`src/rtl/bcd_display_driver_pkg.sv`:
```
// Shared definitions for the BCD display driver.
//   - state_t      : conversion FSM encoding (IDLE, SHIFT, DONE)
//   - SEG_*        : active-low 7-segment patterns {g,f,e,d,c,b,a}
//   - NUM_DIGITS   : number of decimal digits shown (5 covers 0..65535)
//   - dabble_adjust: the "add 3 to every nibble >= 5" step of double dabble
package bcd_display_driver_pkg;

    localparam int NUM_DIGITS = 5;
    localparam int VAL_W      = 16;
    localparam int BCD_W      = 4 * NUM_DIGITS;
    localparam int CNT_W      = 4;

    typedef enum logic [1:0] {
        IDLE  = 2'd0,
        SHIFT = 2'd1,
        DONE  = 2'd2
    } state_t;

    localparam logic [6:0] SEG_0     = 7'h40;
    localparam logic [6:0] SEG_1     = 7'h79;
    localparam logic [6:0] SEG_2     = 7'h24;
    localparam logic [6:0] SEG_3     = 7'h30;
    localparam logic [6:0] SEG_4     = 7'h19;
    localparam logic [6:0] SEG_5     = 7'h12;
    localparam logic [6:0] SEG_6     = 7'h02;
    localparam logic [6:0] SEG_7     = 7'h78;
    localparam logic [6:0] SEG_8     = 7'h00;
    localparam logic [6:0] SEG_9     = 7'h10;
    localparam logic [6:0] SEG_BLANK = 7'h7F;

    // Pre-shift correction: any nibble that would reach 10 or more after
    // doubling is bumped by 3 so the carry lands in the next decade.
    function automatic logic [BCD_W-1:0] dabble_adjust(input logic [BCD_W-1:0] bcd);
        logic [BCD_W-1:0] res;
        res = bcd;
        for (int i = 0; i < NUM_DIGITS; i++) begin
            if (bcd[4*i +: 4] >= 4'd5) begin
                res[4*i +: 4] = bcd[4*i +: 4] + 4'd3;
            end
        end
        return res;
    endfunction

endpackage

```
`src/rtl/bcd_display_driver_seg7_decoder.sv`:
```
// Combinational BCD digit to 7-segment decoder, active-low segments.
//   Digit : 4-bit BCD digit (10..15 are treated as blank)
//   Blank : 1 forces all segments off
//   Seg   : {g,f,e,d,c,b,a}, 0 = segment lit
module seg7_decoder
    import bcd_display_driver_pkg::*;
(
    input  logic [3:0] Digit,
    input  logic       Blank,
    output logic [6:0] Seg
);

    always_comb begin
        Seg = SEG_BLANK;
        if (!Blank) begin
            case (Digit)
                4'd0:    Seg = SEG_0;
                4'd1:    Seg = SEG_1;
                4'd2:    Seg = SEG_2;
                4'd3:    Seg = SEG_3;
                4'd4:    Seg = SEG_4;
                4'd5:    Seg = SEG_5;
                4'd6:    Seg = SEG_6;
                4'd7:    Seg = SEG_7;
                4'd8:    Seg = SEG_8;
                4'd9:    Seg = SEG_9;
                default: Seg = SEG_BLANK;
            endcase
        end
    end

endmodule

```
`src/rtl/bcd_display_driver.sv`:
```
// Binary-to-BCD converter (double dabble) driving a 5-digit 7-segment display.
//   Clk       : system clock, rising edge
//   Rst       : asynchronous active-high reset
//   Start     : conversion request, sampled only in IDLE
//   Value     : 16-bit unsigned word to display
//   Busy      : high whenever the FSM is not IDLE
//   Done      : one-cycle pulse after the display registers update
//   Seg0..4   : active-low segments, Seg0 = units, Seg4 = ten-thousands
//   State     : current FSM state, for observation
//
// Handshake: Start acts as a valid with Busy as an inverted ready. A request
// is taken on the rising edge where the FSM is IDLE and Start=1; Start is
// ignored otherwise (no queuing). Value is captured only on that edge.
// Timing from accept edge k: shifts at k+1..k+16, display latch and Done
// at k+17, next accept possible at k+18.
module bcd_display_driver
    import bcd_display_driver_pkg::*;
#(
    parameter int BLANK_LEADING = 1
) (
    input  logic             Clk,
    input  logic             Rst,
    input  logic             Start,
    input  logic [VAL_W-1:0] Value,
    output logic             Busy,
    output logic             Done,
    output logic [6:0]       Seg0,
    output logic [6:0]       Seg1,
    output logic [6:0]       Seg2,
    output logic [6:0]       Seg3,
    output logic [6:0]       Seg4,
    output state_t           State
);

    state_t                 state, state_next;
    logic [VAL_W-1:0]       shift_q, shift_d;
    logic [BCD_W-1:0]       bcd_q, bcd_d;
    logic [CNT_W-1:0]       cnt_q, cnt_d;
    logic [BCD_W-1:0]       disp_q, disp_d;
    logic                   done_q, done_d;
    logic [BCD_W+VAL_W-1:0] shifted;

    logic [NUM_DIGITS-1:0]  blank;
    logic                   zero_run;
    logic [6:0]             seg_all [NUM_DIGITS];

    // ------------------------------------------------------------------
    // State and datapath registers
    // ------------------------------------------------------------------
    always_ff @(posedge Clk or posedge Rst) begin
        if (Rst) begin
            state   <= IDLE;
            shift_q <= '0;
            bcd_q   <= '0;
            cnt_q   <= '0;
            disp_q  <= '0;
            done_q  <= 1'b0;
        end else begin
            state   <= state_next;
            shift_q <= shift_d;
            bcd_q   <= bcd_d;
            cnt_q   <= cnt_d;
            disp_q  <= disp_d;
            done_q  <= done_d;
        end
    end

    // ------------------------------------------------------------------
    // Next-state and datapath logic
    // ------------------------------------------------------------------
    always_comb begin
        state_next = state;
        shift_d    = shift_q;
        bcd_d      = bcd_q;
        cnt_d      = cnt_q;
        disp_d     = disp_q;
        done_d     = 1'b0;
        shifted    = '0;

        case (state)
            IDLE: begin
                if (Start) begin
                    shift_d    = Value;
                    bcd_d      = '0;
                    cnt_d      = '0;
                    state_next = SHIFT;
                end
            end

            SHIFT: begin
                // Adjust first, then shift the combined {bcd, binary} word
                // one place left; the binary MSB enters the BCD LSB.
                shifted = {dabble_adjust(bcd_q), shift_q} << 1;
                bcd_d   = shifted[BCD_W+VAL_W-1:VAL_W];
                shift_d = shifted[VAL_W-1:0];
                cnt_d   = cnt_q + 4'd1;
                // The 16th shift is the one that wraps the counter 15 -> 0.
                if (cnt_q == 4'd15) begin
                    state_next = DONE;
                end
            end

            DONE: begin
                disp_d     = bcd_q;
                done_d     = 1'b1;
                state_next = IDLE;
            end

            default: begin
                state_next = IDLE;
            end
        endcase
    end

    assign Busy  = (state != IDLE);
    assign Done  = done_q;
    assign State = state;

    // ------------------------------------------------------------------
    // Leading-zero blanking: a digit above the units is blank only when it
    // and every higher digit are zero. Digit 0 always shows.
    // ------------------------------------------------------------------
    always_comb begin
        blank    = '0;
        zero_run = (BLANK_LEADING != 0);
        for (int i = NUM_DIGITS - 1; i >= 1; i--) begin
            zero_run = zero_run && (disp_q[4*i +: 4] == 4'd0);
            blank[i] = zero_run;
        end
    end

    for (genvar g = 0; g < NUM_DIGITS; g++) begin : g_dec
        seg7_decoder u_dec (
            .Digit (disp_q[4*g +: 4]),
            .Blank (blank[g]),
            .Seg   (seg_all[g])
        );
    end

    assign Seg0 = seg_all[0];
    assign Seg1 = seg_all[1];
    assign Seg2 = seg_all[2];
    assign Seg3 = seg_all[3];
    assign Seg4 = seg_all[4];

endmodule

```
`config.mk`:
```
export PLATFORM = sky130hd
export DESIGN_NAME = bcd_display_driver
export DESIGN_NICKNAME = d
export VERILOG_FILES = /design/src/rtl/bcd_display_driver_pkg.sv /design/src/rtl/bcd_display_driver_seg7_decoder.sv /design/src/rtl/bcd_display_driver.sv
export SDC_FILE = /design/constraint.sdc
export NUM_CORES = 1
export LEC_CHECK = 0
export CAP_MARGIN = 20
export CELL_PAD_IN_SITES_DETAIL_PLACEMENT = 1
export CELL_PAD_IN_SITES_GLOBAL_PLACEMENT = 2
export CORE_MARGIN = 2
export CORE_UTILIZATION = 36
export DETAILED_ROUTE_END_ITERATION = 6
export HOLD_SLACK_MARGIN = 0.02
export PLACE_DENSITY_LB_ADDON = 0.1
export SYNTH_ARGS = -nofsm -noshare
export SYNTH_HDL_FRONTEND = slang
export SYNTH_SLANG_ARGS = --single-unit
```
`constraint.sdc`:
```
create_clock -name Clk -period 5.45 [get_ports Clk]
set_clock_uncertainty 0.15 [all_clocks]
set_input_delay 0.545 -clock Clk [delete_from_list [all_inputs] [get_ports Clk]]
set_output_delay 0.545 -clock Clk [all_outputs]
set_load 0.1 [all_outputs]
```
== Word-level counts from Yosys, hierarchy flattened ==
Memory sizes are Yosys's and may differ from the RTL's.
Cells that the tools add are included.
Operators by class
  add/subtract/negate cells: 6
  equality and inequality tests: 5
  $lt $le $gt $ge: 5
  reduce and logical (&&, ||, !) cells: 12
  muxes and demuxes: 19
Operators by type and width (number)
  one-hot mux 20 bit (2 select lines): 1
  one-hot mux 16 bit (2 select lines): 1
  two-way mux 7 bit: 4
  >= comparator 4 x 3 -> 1 bit, second input constant: 5
  two-way mux 20 bit: 1
  two-way mux 4 bit: 5
  adder 4 x 2 -> 4 bit, second input constant: 4
  logical NOT 4 bit: 4
  two-way mux 16 bit: 1
  one-hot mux 4 bit (2 select lines): 1
  adder 4 x 1 -> 4 bit, second input constant: 1
  equality test 4 bit, second input constant: 1
  two-way mux 2 bit: 2
  inequality test 2 bit, second input constant: 2
  one-hot mux 2 bit (2 select lines): 1
  AND reduction 2 bit: 2
  nonzero test 2 bit: 2
  adder 3 x 2 -> 3 bit, second input constant: 1
  logical AND 1 bit: 3
  two-way mux 3 bit: 1
  equality test 2 x 1 -> 1 bit, second input constant: 1
  equality test 2 bit, second input constant: 1
  logical NOT 2 bit: 1
  two-way mux 1 bit: 1
Storage, ports and cells
  register bits: 63
  ROM bits: 560
  input bits: 19
  output and inout port bits: 39
  memories kept: 5
  logic and storage cells: 58
Memories
  (name not given): depth 16, width 7, rd ports 1, clocked after Yosys merged registers in 0, write ports 0, RTL line bcd_display_driver_seg7_decoder.sv:16  | case (Digit)
  (name not given): depth 16, width 7, rd ports 1, clocked after Yosys merged registers in 0, write ports 0, RTL line bcd_display_driver_seg7_decoder.sv:16
  (name not given): depth 16, width 7, rd ports 1, clocked after Yosys merged registers in 0, write ports 0, RTL line bcd_display_driver_seg7_decoder.sv:16
  (name not given): depth 16, width 7, rd ports 1, clocked after Yosys merged registers in 0, write ports 0, RTL line bcd_display_driver_seg7_decoder.sv:16
  (name not given): depth 16, width 7, rd ports 1, clocked after Yosys merged registers in 0, write ports 0, RTL line bcd_display_driver_seg7_decoder.sv:16

== Longest topological paths before layout ==
  depth after elaboration: 5
  mapped depth: 6

== Cells and area by module ==
From an unflattened synthesis, not the netlist that was laid out.
Unflattened totals
  cell total of the unflattened synthesis: 435
  area, all modules: 4222.8 um2
By module, submodules not included
  bcd_display_driver: area an instance 3045.4 um2, seq. area each 1576.5 um2, cells an instance 270, instances 1
  seg7_decoder at g_dec[0].u_dec ...: area an instance 235.2 um2, seq. area each 0.0 um2, cells an instance 33, instances 4
  seg7_decoder at g_dec[2].u_dec: area an instance 236.5 um2, seq. area each 0.0 um2, cells an instance 33, instances 1

== Worst setup path before layout ==
OpenSTA, ideal clock, no wires.
  path kind: register to output
  start point: register disp_q[16]
  end point: output Seg2[4]
  slack: 1.023 ns
  stages on the path, launching flop included: 7
  arrival: 3.732 ns
  cell sequence: dfrtp_1 > inv_1 > ha_1 > nand4bb_4 > nor4b_4 > nor3_2 > a222oi_1
Between the ends
  cells in the longest elaborated chain, start to end: 4
Ends and longest elaborated chain
  start: declaration: RTL line bcd_display_driver.sv:39  | logic [BCD_W-1:0] disp_q, disp_d;
  start signal: assignment: RTL line bcd_display_driver.sv:63  | disp_q <= disp_d;
  logical NOT 4 bit: RTL line bcd_display_driver.sv:127  | zero_run = zero_run && (disp_q[4*i +: 4] == 4'd0);
  logical AND 1 bit (2 in series): RTL line bcd_display_driver.sv:127
  two-way mux 7 bit: RTL line bcd_display_driver_seg7_decoder.sv:15  | if (!Blank) begin
  end: declaration: RTL line bcd_display_driver.sv:29  | output logic [6:0] Seg2,
No other way between the ends.

== Worst setup path in the final report ==
  start point: register disp_q[17]
  end point: output Seg2[4]
The elaborated chain is that of the path after synthesis.

==> results.md <==
- The count of warnings emitted by yosys is 0.
- The half-perimeter wire length after placement is approximately 6200 µm.
- The most common flop cell mapped by yosys is sky130_fd_sc_hd__dfrtp_1.
- The worst path uses roughly 75% of the clock period.
- The worst path in the final design needs a cycle of ~4.1 ns, including I/O delays and setup.
- The worst min-delay path category is reg -> reg.
- The global-route congestion overflow total is 0.
- Headroom to the max-slew limit came out at approximately a third.
- Sequential cells were found to cover ~40% of the synthesized design area.
- The kind of cell with the highest combined delay along the critical path is buffers and inverters.
- In the final layout, the share of cells above drive strength 1 is approximately 7.1%.
- After filler insertion, the fill cell instance count of the layout stands at ~1300.
- Dividing the synthesized area by the synthesized cell count gives 8.715 µm².
- The width of the die is around 110 µm.
- The first detailed-routing pass ran for 4 iterations.
- The area growth from synthesis to layout is 21.27%.
- When the netlist entered floorplanning its net count stood at a little over 500.
- The total I/O pin count is 58.
- The required time reported for the critical path endpoint is roughly 4.8 ns.
- The count of H-tree levels built during CTS is 3.
- The via count of the first global-routing pass came to around 3200.
- The CTS tree is yes.
- The later pin in the worst-skew pair is clocked with a latency of between 0.3 and 0.4 ns.
- For the worst setup path, the data arrival time is ~3.4 ns.
- The total area of multi-input combinational cells is between 2000 and 2500 µm².
- The kind of critical path is reg -> out.
- The routed design uses roughly 310 µm of met3 wire.
- In this run, post-CTS repair resized a total of 0 instances.
- The library cell used most frequently in the layout, excluding fill and tap cells, is sky130_fd_sc_hd__dfrtp_1.
- The final total negative setup slack is 0 ns.
- After technology mapping, the gate count stands at 457.
- In this run, post-CTS hold repair placed 0 buffers.
- After detailed routing, the average wire length per cell comes to 13.64 µm.
- Setup repair after global routing left no endpoint under its margin.
- The number of pins exceeding their max-slew limit in the final report is 0.
- The first global-routing pass estimated around 15000 µm of wire.
- The uppermost metal layer occupied by signal nets is met4.
- The critical path's slowest cell is sky130_fd_sc_hd__clkdlybuf4s50_1.
- Post-CTS timing repair inserted 0 buffers for setup.
- The library cells used most frequently in the layout, excluding fill and tap cells, are 63 x sky130_fd_sc_hd__dfrtp_1, 62 x sky130_fd_sc_hd__nand2_1, 61 x sky130_fd_sc_hd__o21ai_0.
- The flow ran to the end, and the final reports show no timing, DRC or antenna violations.
- The die covers 11920 µm².
- The row count is 38.
- The number of clock sinks is 63.
- The clock passes through at most 2 buffers.
- Counting flops with an async set or reset pin after synthesis yields a share of 100.0%.
- The hold violation total from the final report is 0.
- After detailed routing, the number of vias per cell comes to 5.025.
- The critical path contains buffers and inverters numbering 2 combined.
- Yosys mapped the design onto 42 distinct sky130hd cell types.
- In this run, the number of DRC markers left after iteration 0 of detailed routing was about 120.
- Across the run, the number of max-cap violations was 0.
- The routed layout has approximately 3300 vias.
- In the final layout, flip-flops and latches occupy around 1600 µm².
- The number of enable flip-flop cells after synthesis is 0.
- The number of I/O port buffers is 57.
- The effective utilization at floorplan is 36.74%.
- The number of storage elements in the synthesis netlist is 63.
- For the pin with the worst max-slew slack, the measured transition is 0.9743 ns.
- The critical path goes through inv_1, ha_1, nand4bb_4, nor4b_4, nor3_2, a222oi_1, clkdlybuf4s50_1.
- Setup violations remaining at the end of the flow were counted as 0.
- The number of buffers created by CTS is 9.
- The tree is rooted in a sky130_fd_sc_hd__clkbuf_8.
- The largest fanout on the critical path is 6.
- For this run, the total global-route usage over all layers was measured as roughly 16%.
- The remaining antenna violation count after routing is 0.
- The post-synthesis cell area is between 3000 and 4000 µm².
- In this run the vertical extent of the chip is about 110 µm.
- The placeable core region is between 10000 and 15000 µm².
- Routability-driven placement finished with a final weighted congestion of ~0.75.
- The delay contributed by the slowest stage of the critical path is approximately 1.2 ns.
- The final-stage net count is between 500 and 600.
- The detailed-route DRC error count is 0.
- The sort of element at the end of the critical path is an output pin.
- The final layout contains routed wiring with a total length of approximately 9000 µm.
- 0 antenna diodes ended up in the layout.
- After detailed routing, the met2 layer carries 4205 µm of wire.
- The post-route worst hold slack is roughly 0.34 ns.
- The sum of routed wire segments on met1 is between 4000 and 5000 µm.
- The number of antenna violations at the first check in global routing is 0.
- Clock-pin slew was measured on the worst setup and hold paths at 0.06 ns.
- The pin count of the biggest net entering global routing is 64.
- Timing would allow up to approximately 0.24 GHz.
- STA classifies the critical path startpoint as a flop.
[Yosys cell counts (2+ instances only)]
| master | n | share of area, % |
|---|---|---|
| sky130_fd_sc_hd__or2_2 | 4 | 0.63 |
| sky130_fd_sc_hd__clkbuf_1 | 21 | 2.0 |
| sky130_fd_sc_hd__o21bai_1 | 2 | 0.38 |
| sky130_fd_sc_hd__buf_2 | 2 | 0.25 |
| sky130_fd_sc_hd__nand2_1 | 62 | 5.8 |
| sky130_fd_sc_hd__mux2i_1 | 7 | 1.8 |
| sky130_fd_sc_hd__and2_1 | 2 | 0.31 |
| sky130_fd_sc_hd__xnor2_1 | 5 | 1.1 |
| sky130_fd_sc_hd__nor3_1 | 10 | 1.3 |
| sky130_fd_sc_hd__o31ai_1 | 2 | 0.38 |
| sky130_fd_sc_hd__dfrtp_1 | 63 | 40 |
| sky130_fd_sc_hd__o22ai_1 | 2 | 0.31 |
| sky130_fd_sc_hd__o21ai_0 | 61 | 7.7 |
| sky130_fd_sc_hd__a22o_1 | 8 | 1.8 |
| sky130_fd_sc_hd__ha_1 | 36 | 11 |
| sky130_fd_sc_hd__nor3b_1 | 2 | 0.38 |
| sky130_fd_sc_hd__nor2_1 | 30 | 2.8 |
| sky130_fd_sc_hd__and3b_1 | 15 | 3.3 |
| sky130_fd_sc_hd__nor2b_1 | 3 | 0.47 |
| sky130_fd_sc_hd__a31oi_1 | 3 | 0.47 |
| sky130_fd_sc_hd__inv_1 | 30 | 2.8 |
| sky130_fd_sc_hd__a211oi_1 | 3 | 0.57 |
| sky130_fd_sc_hd__mux2_2 | 10 | 2.8 |
| sky130_fd_sc_hd__xor2_1 | 2 | 0.44 |
| sky130_fd_sc_hd__nand2b_1 | 12 | 1.9 |
| sky130_fd_sc_hd__a21oi_1 | 38 | 4.8 |
| sky130_fd_sc_hd__nand3_1 | 7 | 0.88 |
[per-stage QoR]
stage	std cells	area (µm²)	setup slack [ns]	util, %
global placement	633	4658	1.780	42.97
global route	648	4830	1.200	44.55
CTS	647	4822	1.323	44.48
floorplan	457	3983	1.023	-
finish	648	4830	1.336	44.55
detailed placement	633	4658	1.710	42.97
[metal layers]
metal  vias to the layer above  GRT usage [%]
met5                         -              0
met4                         0          6.510
met3                        10          2.212
met2                        60          26.80
met1                      1528          20.57
li1                       1658              -
[worst min-delay path, cell delays in order, from the launching register on]
cell	delay, ns
sky130_fd_sc_hd__dfrtp_1	0.34
sky130_fd_sc_hd__nand2_1	0.05
sky130_fd_sc_hd__o21ai_0	0.06
[sequential cells by signal (all words and copies together) (netlist names)]
register / count
Done: 1
State: 2
bcd_q: 20
cnt_q: 4
disp_q: 20
shift_q: 16
[layout make-up]
type	instances	area share, %
inverters	30	2.332
clock buffers	13	3.290
multi-input cells	339	45.41
flip-flops and latches	63	32.64
well taps	140	3.627
clock inverters	1	0.1036
repair buffers	62	12.59
[final timing paths]
path	from	end	slack, ns	cells after the start
max reg2reg	State[1]	cnt_q[2]	3.44	4
min in group asynchronous	Rst	shift_q[3]	0.61	3
min	shift_q[15]	shift_q[15]	0.34	2
max in group asynchronous	Rst	disp_q[7]	4.01	3
max	disp_q[17]	Seg2[4]	1.34	7
min reg2reg	shift_q[15]	shift_q[15]	0.34	2
[cell families (layout without fill, tap and decap cells)]
| logic type | count (synthesis) | count (layout) | share of synthesized area, % |
|---|---|---|---|
| flip-flops | 63 | 63 | 39.59 |
| multiplexers | 17 | 17 | 4.587 |
| adder cells (fa/ha/maj) | 36 | 36 | 11.31 |
| buffers and inverters | 55 | 106 | 5.435 |
| XOR/XNOR | 7 | 7 | 1.539 |
| AND/OR/NAND/NOR | 154 | 154 | 19.98 |
| AO/OA/AOI/OAI | 125 | 125 | 17.56 |
Power is left out: the tool's default activity adds up to more than one toggle a clock period on the data nets, which glitch-free logic cannot reach.
